**src/rtl/counter_sequencer_if.sv**
```systemverilog
`default_nettype none
// ============================================================================
// Module      : counter_sequencer_if
// Description : Command / status bundle for counter_sequencer.
//               master = job issuer, slave = counter_sequencer.
//               Signals: cmd_valid, cmd_ready, cmd_dir, cmd_start, cmd_steps,
//               hold, count, busy, done, wrap, and abort when the macro
//               COUNTER_SEQ_ABORT_EN is defined.
// Revision    : 1.0 - initial release
// ============================================================================
interface counter_sequencer_if #(
  parameter int WIDTH = 4
);
  logic             cmd_valid;
  logic             cmd_ready;
  logic             cmd_dir;
  logic [WIDTH-1:0] cmd_start;
  logic [WIDTH-1:0] cmd_steps;
  logic             hold;
  logic [WIDTH-1:0] count;
  logic             busy;
  logic             done;
  logic             wrap;
`ifdef COUNTER_SEQ_ABORT_EN
  logic             abort;

  modport master (
    output cmd_valid, cmd_dir, cmd_start, cmd_steps, hold, abort,
    input  cmd_ready, count, busy, done, wrap
  );
  modport slave (
    input  cmd_valid, cmd_dir, cmd_start, cmd_steps, hold, abort,
    output cmd_ready, count, busy, done, wrap
  );
`else
  modport master (
    output cmd_valid, cmd_dir, cmd_start, cmd_steps, hold,
    input  cmd_ready, count, busy, done, wrap
  );
  modport slave (
    input  cmd_valid, cmd_dir, cmd_start, cmd_steps, hold,
    output cmd_ready, count, busy, done, wrap
  );
`endif
endinterface
`default_nettype wire

```
**src/rtl/counter_sequencer.sv**
```systemverilog
`default_nettype none
// ============================================================================
// Module      : counter_sequencer
// Description : Accepts one bounded count job (start value, direction, step
//               count) over a valid/ready handshake and steps an embedded
//               WIDTH-bit up/down counter once per cycle, honouring hold.
//               Reports a one-cycle done pulse and per-step wrap pulses.
// Ports       : clk_i   - rising-edge clock
//               reset_i - synchronous active-high reset
//               bus     - counter_sequencer_if.slave (command + status)
// Options     : COUNTER_SEQ_ABORT_EN - adds bus.abort, which ends a running
//               job early (no step that cycle, done still pulses).
// Revision    : 1.0 - initial release
// ============================================================================
module counter_sequencer #(
  parameter int WIDTH = 4
) (
  input  wire logic          clk_i,
  input  wire logic          reset_i,
  counter_sequencer_if.slave bus
);

  typedef enum logic [1:0] {
    ST_IDLE = 2'b00,
    ST_RUN  = 2'b01,
    ST_DONE = 2'b10
  } state_t;

  state_t           state_q, state_d;
  logic [WIDTH-1:0] count_q, count_d;
  logic [WIDTH-1:0] remaining_q, remaining_d;
  logic             dir_q, dir_d;
  logic             wrap_q, wrap_d;
  logic             abort_w;

`ifdef COUNTER_SEQ_ABORT_EN
  assign abort_w = bus.abort;
`else
  assign abort_w = 1'b0;
`endif

  always_ff @(posedge clk_i) begin
    if (reset_i) begin
      state_q     <= ST_IDLE;
      count_q     <= '0;
      remaining_q <= '0;
      dir_q       <= 1'b0;
      wrap_q      <= 1'b0;
    end else begin
      state_q     <= state_d;
      count_q     <= count_d;
      remaining_q <= remaining_d;
      dir_q       <= dir_d;
      wrap_q      <= wrap_d;
    end
  end

  always_comb begin
    state_d     = state_q;
    count_d     = count_q;
    remaining_d = remaining_q;
    dir_d       = dir_q;
    wrap_d      = 1'b0;   // wrap is a pulse: only a wrapping step raises it
    case (state_q)
      ST_IDLE: begin
        if (bus.cmd_valid) begin
          dir_d       = bus.cmd_dir;
          count_d     = bus.cmd_start;
          remaining_d = bus.cmd_steps;
          state_d     = (bus.cmd_steps != '0) ? ST_RUN : ST_DONE;
        end
      end
      ST_RUN: begin
        if (abort_w) begin
          // Early termination: counter keeps its value, done still pulses.
          state_d = ST_DONE;
        end else if (!bus.hold) begin
          if (dir_q) begin
            count_d = count_q + 1'b1;
            wrap_d  = (count_q == {WIDTH{1'b1}});
          end else begin
            count_d = count_q - 1'b1;
            wrap_d  = (count_q == '0);
          end
          remaining_d = remaining_q - 1'b1;
          if (remaining_q == {{(WIDTH-1){1'b0}}, 1'b1}) begin
            state_d = ST_DONE;
          end
        end
      end
      ST_DONE: begin
        state_d = ST_IDLE;
      end
      default: begin
        state_d = ST_IDLE;
      end
    endcase
  end

  assign bus.cmd_ready = (state_q == ST_IDLE);
  assign bus.busy      = (state_q != ST_IDLE);
  assign bus.done      = (state_q == ST_DONE);
  assign bus.count     = count_q;
  assign bus.wrap      = wrap_q;

endmodule
`default_nettype wire

```
**src/flat_wrapper.sv**
```systemverilog
// flat-port wrapper written by rule: the top's interface ports become plain ports
module counter_sequencer_flat 
#(
  parameter int WIDTH = 4
)
  (clk_i, reset_i, bus_cmd_valid, bus_cmd_dir, bus_cmd_start, bus_cmd_steps, bus_hold, bus_cmd_ready, bus_count, bus_busy, bus_done, bus_wrap);
  counter_sequencer_if #(.WIDTH(WIDTH)) bus_i ();
  input  wire logic clk_i;
  input  wire logic reset_i;
  input wire logic [$bits(bus_i.cmd_valid)-1:0] bus_cmd_valid;
  input wire logic [$bits(bus_i.cmd_dir)-1:0] bus_cmd_dir;
  input wire logic [$bits(bus_i.cmd_start)-1:0] bus_cmd_start;
  input wire logic [$bits(bus_i.cmd_steps)-1:0] bus_cmd_steps;
  input wire logic [$bits(bus_i.hold)-1:0] bus_hold;
  output wire logic [$bits(bus_i.cmd_ready)-1:0] bus_cmd_ready;
  output wire logic [$bits(bus_i.count)-1:0] bus_count;
  output wire logic [$bits(bus_i.busy)-1:0] bus_busy;
  output wire logic [$bits(bus_i.done)-1:0] bus_done;
  output wire logic [$bits(bus_i.wrap)-1:0] bus_wrap;
  assign bus_i.cmd_valid = bus_cmd_valid;
  assign bus_i.cmd_dir = bus_cmd_dir;
  assign bus_i.cmd_start = bus_cmd_start;
  assign bus_i.cmd_steps = bus_cmd_steps;
  assign bus_i.hold = bus_hold;
  assign bus_cmd_ready = bus_i.cmd_ready;
  assign bus_count = bus_i.count;
  assign bus_busy = bus_i.busy;
  assign bus_done = bus_i.done;
  assign bus_wrap = bus_i.wrap;
  counter_sequencer #(.WIDTH(WIDTH)) u_core (.clk_i(clk_i), .reset_i(reset_i), .bus(bus_i));
endmodule
```
**config.mk**
```make
export PLATFORM = sky130hd
export DESIGN_NAME = counter_sequencer_flat
export DESIGN_NICKNAME = d
export VERILOG_FILES = /design/src/rtl/counter_sequencer_if.sv /design/src/rtl/counter_sequencer.sv /design/src/flat_wrapper.sv
export SDC_FILE = /design/constraint.sdc
export NUM_CORES = 1
export LEC_CHECK = 0
export ABC_AREA = 1
export ABC_CLOCK_PERIOD_IN_PS = 1300
export CAP_MARGIN = 20
export CORE_MARGIN = 2
export CORE_UTILIZATION = 42
export CTS_CLUSTER_SIZE = 25
export DETAILED_ROUTE_END_ITERATION = 12
export HOLD_SLACK_MARGIN = 0.02
export PLACE_DENSITY_LB_ADDON = 0.05
export SKIP_CTS_REPAIR_TIMING = 1
export SLEW_MARGIN = 20
export SYNTH_ARGS = -nofsm -noshare
export SYNTH_HDL_FRONTEND = slang
export SYNTH_SLANG_ARGS = --single-unit
```
**constraint.sdc**
```tcl
create_clock -name clk_i -period 1.3 [get_ports clk_i]
set_input_delay 0.26 -clock clk_i [delete_from_list [all_inputs] [get_ports clk_i]]
set_output_delay 0.26 -clock clk_i [all_outputs]
set_load 0.03 [all_outputs]
```
==> results.toml <==
[status]
status = "complete, but fails checks"
violations = "setup timing"

[worst_setup_path]
crit_top_cell = "buf_6"
cp-end-kind = "output pin"
critPathSlowestCell = "dfxtp_4"
critical_path_required_ns = 1.04
endpoint = "bus_busy"
path_cells = "nor2_4, buf_6, inv_2, buf_6"
timing.rr.end = "u_core.bus.count[3]"
critPathLaunchType = "flip-flop"
crit_arrival_ns = 1.05
reg2regPathDepth = 10
critical-path-max-stage-delay_ns = 0.37
path_max_fanout = 4
r2r_setup_slack_ns = 0.02
critPathLaunch = "u_core.state_q[1]"
r2r-start = "u_core.dir_q"
path_class = "reg -> out"

[routing]
vias_per_cell = 4.804
firstDrtPassIters = 4
num_vias = 884
wl_um = 1978
wl_per_cell_um = 10.75
drt_iter0_drc = 16
drcViolationCount = 0
final_antenna_net_count = 0

[clocking]
root_buffer = "clkbuf_4"
cts_buffers = 3
tritoncts = "done"
htreeDepth = 1
clkTransAtPathRegs_ns = 0.08
clock-sinks = 12
clock_latency_ns = 0.27
cts_buffer_depth = 2

[yosys]
synth_warnings = 0
synth_top_area_share_pct = 31.02
synth_seq_cells = 12
yosysTopAreaCell = "dfxtp_1"
synth_cell_types = 23
netlist_instances = 116
syn-cell-area_um2 = 774.5
seq_area_frac_synth_pct = 31.02
avgSynthCellArea_um2 = 6.677
synth_nets = 134
synthTopCellsByArea = "dfxtp_1 (31%), nand2_1 (14%), inv_1 (7.3%), nor2_1 (6.8%), ha_1 (6.5%)"

[power]
p_int_mw = 1.081
p_clk_share_pct = 17.2
sequentialPowerShare_pct = 28.8
powerDensity_nw_per_um2 = 1388
p_sw_mw = 0.6893
combPwrFrac_pct = 54.0
p_leak_nw = 0.6339
max-vdd-ir-drop_mv = 0.8052
sw_frac_of_total_pct = 38.94

[sta]
worst_slack_ns = -0.01282
rsz0062_at_grt = "true"
slew_viol_final = 0
hold_viol_final = 0
slew_headroom_pct = 78.41
tightest_slew_ns = 0.3233
fin_setup_tns_ns = -0.01282
period_needed_ns = 1.313
min_period_over_period_pct = 101.0
fmax_mhz = 761.7
finClkSkew_ns = 0.0006909
finalSetupViolCount = 1

[place]
place_hpwl_um = 1474
port_buffers = 20
place_area_um2 = 1117
routabilityCongestion = 0.8163

[final_layout]
num_antenna_cells = 0
drive_above_1_share_pct = 35.22
syn2layout_area_growth_pct = 64.62
design_area_um2 = 1275
fin_nets = 178

[global_routing]
grt_pass1_wl_um = 2987
grt_max_degree = 15
antenna_found_initial = 0
grt_usage_pct = 18.95
grt_pass1_vias = 771
grt.overflow.total = 0

[floorplan]
start_util_pct = 44.86
dieHeight_um = 46.94
design.die.area_um2 = 2203
die-width_um = 46.94
ios = 21
core-area_um2 = 1727
num_rows = 15

[hold_path]
hold_path_class = "reg -> reg"

[job]
cap_violations = 0
[worst min-delay path by stage]
stage | startpoint | end | slack [ns] | cells past startpoint
2_1_floorplan | reset_i | u_core.bus.count[3] | 0.33 | 1
3_3_place_gp | u_core.remaining_q[3] | u_core.remaining_q[3] | 0.48 | 2
3_5_place_dp | u_core.remaining_q[3] | u_core.remaining_q[3] | 0.48 | 2
4_1_cts | u_core.remaining_q[3] | u_core.remaining_q[3] | 0.50 | 2
5_1_grt | u_core.remaining_q[3] | u_core.remaining_q[3] | 0.54 | 2
6_report | u_core.remaining_q[3] | u_core.remaining_q[3] | 0.50 | 2
[power groups by stage]
stage               combinational [mW]  sequential (mW)  clock (mW)
floorplan                        0.443            0.559           0
global placement                 0.805            0.505           0
detailed placement               0.820            0.507           0
CTS                              0.824            0.499       0.309
global route                      1.06            0.520       0.325
finish                           0.955            0.511       0.304
[through the flow]
| stage | util (%) | cells | total power [mW] | hold slack, ns | setup slack, ns |
|---|---|---|---|---|---|
| after detailed placement | 64.71 | 176 | 1.327 | 0.4834 | -0.2476 |
| after global placement | 64.71 | 176 | 1.310 | 0.4761 | -0.2221 |
| final | 73.84 | 184 | 1.770 | 0.5016 | -0.01282 |
| after global routing | 73.84 | 184 | 1.901 | 0.5376 | -0.05557 |
| after CTS | 66.81 | 180 | 1.631 | 0.5043 | -0.2497 |
| after floorplan | - | 116 | 1.002 | 0.3291 | -0.06174 |
[routing by layer]
layer	wire (um)	up-vias	GRT usage, %
li1	-	466	-
met1	851	396	21.55
met2	1043	18	35.89
met3	62	4	3.462
met4	20	0	5.000
met5	0	-	0
[logic make-up after synthesis]
group	share of synthesized area, %
simple gates	32.80
compound gates	15.35
buf+inv	10.66
flops	31.02
fa+ha+maj	9.047
xor+xnor	1.131
[Yosys cell counts (all sizes together)]
cell,n
o31ai,1
nand4,2
nor2,16
fa,1
a21oi,7
nand2,30
nand3,7
o21ai,12
inv,16
or2,1
buf,2
o211a,1
dfxtp,12
nor3,2
xnor2,1
ha,4
a31oi,1
[worst max-delay path, delay by kind of cell, from the launching register on]
| kind | cells | cell delay (ns) |
|---|---|---|
| and+or+nand+nor | 1 | 0.13 |
| buffers and inverters | 3 | 0.27 |
| DFF | 1 | 0.37 |
[registers in the layout (all words and copies together), names as in the netlist]
signal,cells
u_core.bus.wrap,1
u_core.remaining_q,4
u_core.dir_q,1
u_core.state_q,2
u_core.bus.count,4
[cell usage in the layout, fill, tap and decap left out, drive strengths merged]
cell type	count
nand2	30
nor2	16
dlymetal6s2s	2
o31ai	1
o21ai	12
a21oi	7
o211a	1
clkdlybuf4s50	12
fa	1
clkbuf	4
inv	16
a31oi	1
or2	1
dfxtp	12
buf	27
xnor2	1
nor3	2
ha	4
nand3	7
nand4	2
[final cells by class]
cell class | instances | area [um^2]
Multi-Input combinational cell | 86 | 514.2
Fill cell | 152 | 451.7
Timing Repair Buffer | 41 | 375.4
Sequential cell | 12 | 255.2
Inverter | 16 | 62.56
Clock buffer | 4 | 36.28
Tap cell | 25 | 31.28
Power figures use the tool's default switching activity.
